==> src/rtl/lb_arbiter.sv <==
// Two-requester round-robin arbiter serialising UART (port 0) and UDP (port 1)
// localbus transactions onto one downstream lbreg bus, with read timeout.
module lb_arbiter #(
  parameter int unsigned LBCWIDTH = 8,
  parameter int unsigned LBAWIDTH = 24,
  parameter int unsigned LBDWIDTH = 32,
  parameter int unsigned TIMEOUT  = 256,
  parameter logic [LBDWIDTH-1:0] ERR_DATA = LBDWIDTH'(32'hDEADBEEF)
) (
  input  logic                clk,
  input  logic                rstn,
  input  logic                m0_req,
  input  logic [LBCWIDTH-1:0] m0_ctrl,
  input  logic [LBAWIDTH-1:0] m0_addr,
  input  logic [LBDWIDTH-1:0] m0_wdata,
  output logic                m0_ack,
  output logic [LBDWIDTH-1:0] m0_rdata,
  output logic                m0_err,
  input  logic                m1_req,
  input  logic [LBCWIDTH-1:0] m1_ctrl,
  input  logic [LBAWIDTH-1:0] m1_addr,
  input  logic [LBDWIDTH-1:0] m1_wdata,
  output logic                m1_ack,
  output logic [LBDWIDTH-1:0] m1_rdata,
  output logic                m1_err,
  output logic                lb_valid,
  output logic [LBCWIDTH-1:0] lb_ctrl,
  output logic [LBAWIDTH-1:0] lb_addr,
  output logic [LBDWIDTH-1:0] lb_wdata,
  input  logic [LBDWIDTH-1:0] lb_rdata,
  input  logic                lb_rvalid,
  output logic                owner
);

  localparam int unsigned TW = $clog2(TIMEOUT + 1);
  localparam logic [TW-1:0] TLAST = TW'(TIMEOUT - 1);

  typedef enum logic [1:0] {S_IDLE, S_ISSUE, S_WAIT, S_DONE} state_t;

  state_t              r_state;
  logic                r_last;
  logic [TW-1:0]       r_timer;

  logic                w_any;
  logic                w_gnt;
  logic                w_fin;
  logic                w_fin_err;
  logic [LBDWIDTH-1:0] w_fin_data;

  // On a tie the port that was not served last wins
  assign w_any = m0_req | m1_req;
  assign w_gnt = m1_req & (~m0_req | ~r_last);

  // Completion of the current transaction and the result handed back
  always_comb begin
    w_fin      = 1'b0;
    w_fin_data = '0;
    w_fin_err  = 1'b0;
    case (r_state)
      S_ISSUE: w_fin = ~lb_ctrl[0];
      S_WAIT: begin
        if (lb_rvalid) begin
          w_fin      = 1'b1;
          w_fin_data = lb_rdata;
        end else if (r_timer == TLAST) begin
          w_fin      = 1'b1;
          w_fin_data = ERR_DATA;
          w_fin_err  = 1'b1;
        end
      end
      default: ;
    endcase
  end

  always_ff @(posedge clk or negedge rstn) begin
    if (!rstn) begin
      r_state  <= S_IDLE;
      r_last   <= 1'b1;
      r_timer  <= '0;
      owner    <= 1'b0;
      lb_valid <= 1'b0;
      lb_ctrl  <= '0;
      lb_addr  <= '0;
      lb_wdata <= '0;
      m0_ack   <= 1'b0;
      m0_rdata <= '0;
      m0_err   <= 1'b0;
      m1_ack   <= 1'b0;
      m1_rdata <= '0;
      m1_err   <= 1'b0;
    end else begin
      // Strobes and ack-qualified results live for a single cycle
      lb_valid <= 1'b0;
      m0_ack   <= 1'b0;
      m0_rdata <= '0;
      m0_err   <= 1'b0;
      m1_ack   <= 1'b0;
      m1_rdata <= '0;
      m1_err   <= 1'b0;
      if (w_fin) begin
        if (owner) begin
          m1_ack   <= 1'b1;
          m1_rdata <= w_fin_data;
          m1_err   <= w_fin_err;
        end else begin
          m0_ack   <= 1'b1;
          m0_rdata <= w_fin_data;
          m0_err   <= w_fin_err;
        end
      end
      case (r_state)
        S_IDLE: begin
          if (w_any) begin
            owner    <= w_gnt;
            lb_ctrl  <= w_gnt ? m1_ctrl  : m0_ctrl;
            lb_addr  <= w_gnt ? m1_addr  : m0_addr;
            lb_wdata <= w_gnt ? m1_wdata : m0_wdata;
            lb_valid <= 1'b1;
            r_state  <= S_ISSUE;
          end
        end
        S_ISSUE: begin
          r_timer <= '0;
          r_state <= lb_ctrl[0] ? S_WAIT : S_DONE;
        end
        S_WAIT: begin
          if (w_fin) r_state <= S_DONE;
          else       r_timer <= r_timer + TW'(1);
        end
        S_DONE: begin
          r_last  <= owner;
          r_state <= S_IDLE;
        end
        default: r_state <= S_IDLE;
      endcase
    end
  end

endmodule

==> config.mk <==
export PLATFORM = sky130hd
export DESIGN_NAME = lb_arbiter
export DESIGN_NICKNAME = d
export VERILOG_FILES = /design/src/rtl/lb_arbiter.sv
export SDC_FILE = /design/constraint.sdc
export NUM_CORES = 1
export LEC_CHECK = 0
export BUFFER_PORTS_ARGS = -buffer_cell sky130_fd_sc_hd__buf_4
export CORE_MARGIN = 2
export CORE_UTILIZATION = 39
export CTS_BUF_LIST = sky130_fd_sc_hd__clkbuf_8 sky130_fd_sc_hd__clkbuf_16
export CTS_CLUSTER_DIAMETER = 30
export CTS_CLUSTER_SIZE = 16
export DETAILED_ROUTE_END_ITERATION = 10
export GPL_TIMING_DRIVEN = 0
export PLACE_DENSITY = 0.76
export REMOVE_ABC_BUFFERS = 1
export SYNTH_ARGS = -nofsm -noshare
export SYNTH_HDL_FRONTEND = slang
export SYNTH_SLANG_ARGS = --single-unit
==> constraint.sdc <==
create_clock -name clk -period 1.8 [get_ports clk]
set_input_delay 0.36 -clock clk [delete_from_list [all_inputs] [get_ports clk]]
set_output_delay 0.36 -clock clk [all_outputs]
set_load 0.005 [all_outputs]
==> metrics.cfg <==
[route]
post_drt_wl_per_cell_um=16.8
wirelength_mm=17.5
first_pass_iters=4
drtAntennaViolNets=0
vias_per_cell=4.87
drcViolationCount=0
dr_total_vias=5088
drt_iter0_drc=203

[placed_design]
gp_congestion=0.771
placed_cell_area_um2=8460
dp_hpwl_mm=12.5
port-buffer-count=298

[global_routing]
grt_max_degree=81
track_usage_pct=21.1
antenna_found_initial=0
overflow=0
grt_pass1_vias=5008
grt_pass1_wl_mm=26.4

[synthesis]
ys_async_sr_fraction_pct=100
avgSynthCellArea_um2=11.1
synth_cell_types=37
synth-edff-count=0
ys_seq_area_share_pct=61.0
yosysWarnings=0
synth_cells=537
ys_ff_latch=146
synth_ff_type=dfrtp_1
synth_area_um2=5990

[power_and_ir_drop]
ir_drop_uv=624
fin_total_pwr_mw=12.9
leakage_nw=4.89
p_per_area_nw_per_um2=1370

[worst_setup_path]
critPathRequiredTime_ns=2.09
path_delay_family=simple AND/OR/NAND/NOR gates
timing.critical_path.mode_cell=ha_4
critPathKind=register to register
crit_chain=ha_4, nand3_4, nor2_4, ha_4, or2_4, nor4_2, xnor2_1, nor2_1
critPathMaxStageDelay_ns=0.41
arrival_ns=2.11
cp_slowest_cell=dfrtp_1
crit_buf_inv=0
startpoint_type=register
end_kind=register
cp_max_fo=4

[cells_and_area]
multi_input_comb_area_um2=2300
final_common_cell=buf_4
layout.nets=1016
nFillCells=1254
regArea_um2=3660
final_cell_mix=buf_4, dfrtp_1, nand2_1
antenna_cells=0
final_core_util_pct=62.4
syn_to_final_growth_pct=57.2
layout-drive-gt1-share_pct=44.9
finalInstanceArea_um2=9410

[floorplan]
die-area_um2=16400
std_cell_rows=45
io_pins=299
core_um2=15100
die_w_um=128
initial_core_util_pct=39.7
dieHeight_um=128

[clocking]
clk_latency_ns=0.42
clockBufferDepth=2
clk_pin_slew_ns=0.06
cts_buffers=17
cts_max_level=4
cts_tree=built
cts-root-buf=clkbuf_16
clock_sinks=146

[job]
drv_cap=0

[sta]
grt_setup_unrepaired=true
relSlewSlack_pct=57.0
finalHoldViolCount=0
clock_skew_ns=0.00751
tns_ns=-0.0207
max_freq_mhz=549
setup_viol=1
drv_slew=0
worstMarginPinSlew_ns=0.646
fin_crit_sh_pct=101
finalWorstSetupSlack_ns=-0.0207
min_period_ns=1.82

[status]
status=finished, violations left
violations=setup timing

[hold_path]
hp-class=primary input to register

[power breakdown]
group | switching, mW | total (mW) | leakage, nW | internal (mW)
sequential | 0.488 | 4.68 | 1.92 | 4.19
clock | 1.42 | 3.66 | 0.296 | 2.24
combinational | 2.17 | 4.58 | 2.67 | 2.41
total | 4.08 | 12.9 | 4.89 | 8.84
[worst paths after layout]
path | startpoint | end | slack (ns) | depth (start not counted)
worst max-delay path | r_timer[0] | r_timer[7] | -0.02 | 8
worst min register to register | lb_wdata[20] | lb_wdata[20] | 0.48 | 2
min in group asynchronous | rstn | lb_ctrl[0] | 0.52 | 2
worst min-delay path | lb_rdata[17] | m1_rdata[17] | 0.20 | 2
worst max register to register | r_timer[0] | r_timer[7] | -0.02 | 8
max in group asynchronous | rstn | m0_rdata[14] | 0.49 | 3
[cells in the mapped netlist, types with 2 or more instances]
cell      instances  share of area, %
dfrtp_1         145                61
nand2_1          69               4.3
mux2i_1          66                11
o21ai_0          62               5.2
nor2_1           57               3.6
a21oi_1          25               2.1
and3_1           19               2.0
buf_2            15               1.3
clkbuf_1         10              0.63
o21ai_1           9              0.75
nand3_1           8              0.67
ha_1              7               1.5
buf_6             6               1.1
inv_1             5              0.31
nand2b_1          3              0.31
nor2b_1           3              0.31
xnor2_1           3              0.44
a21o_1            2              0.25
buf_4             2              0.25
clkbuf_2          2              0.17
nand4_1           2              0.21
nor3b_1           2              0.25
[routing by layer]
| layer | global-route usage, % | vias to the layer above | wire length (µm) |
|---|---|---|---|
| li1 | - | 2443 | - |
| met1 | 25.4 | 2431 | 6820 |
| met2 | 34.3 | 193 | 8730 |
| met3 | 8.85 | 21 | 1670 |
| met4 | 6.92 | 0 | 329 |
| met5 | 0 | - | 0 |
[per-stage QoR]
stage          cells  hold WS [ns]  setup WS, ns
2_1_floorplan    502        0.0644         -5.32
6_report        1045         0.196       -0.0207
4_1_cts         1038         0.178      -0.00363
3_5_place_dp     996         0.401        -0.511
3_3_place_gp     988         0.462         -8.51
5_1_grt         1045         0.177        -0.146
[sequential cells by signal (all words and copies together) (netlist names)]
| signal | count |
|---|---|
| m1_rdata | 32 |
| lb_valid | 1 |
| r_state | 2 |
| owner | 1 |
| m0_err | 1 |
| r_last | 1 |
| m0_ack | 1 |
| lb_ctrl | 8 |
| m1_err | 1 |
| m0_rdata | 32 |
| lb_addr | 24 |
| r_timer | 9 |
| m1_ack | 1 |
| lb_wdata | 32 |
[cell families after synthesis]
| kind of cell | Yosys count | share of synthesized area (%) |
|---|---|---|
| buffers and inverters | 40 | 3.74 |
| DFF | 146 | 61.0 |
| AOI/OAI and AO/OA | 102 | 8.94 |
| xor gates and xnor gates | 4 | 0.585 |
| and+or+nand+nor | 171 | 13.0 |
| muxes | 67 | 11.2 |
| adders and majority gates | 7 | 1.46 |
[layout make-up]
| type | count | area share [%] |
|---|---|---|
| Tap cell | 188 | 2.50 |
| Timing Repair Buffer | 322 | 27.4 |
| Multi-Input combinational cell | 352 | 24.4 |
| Inverter | 5 | 0.253 |
| Clock inverter | 14 | 1.89 |
| Clock buffer | 18 | 4.67 |
| Sequential cell | 146 | 38.9 |
[what timing repair did]
action,in CTS,in global routing
gates resized for setup,19,20
pin swaps,6,11
cloned,2,1
endpoints found under the setup margin,80,92
buffers inserted,7,7
hold buffers,1,0
hold endpoints to repair,65,0
(Power assumes the default switching activity.)
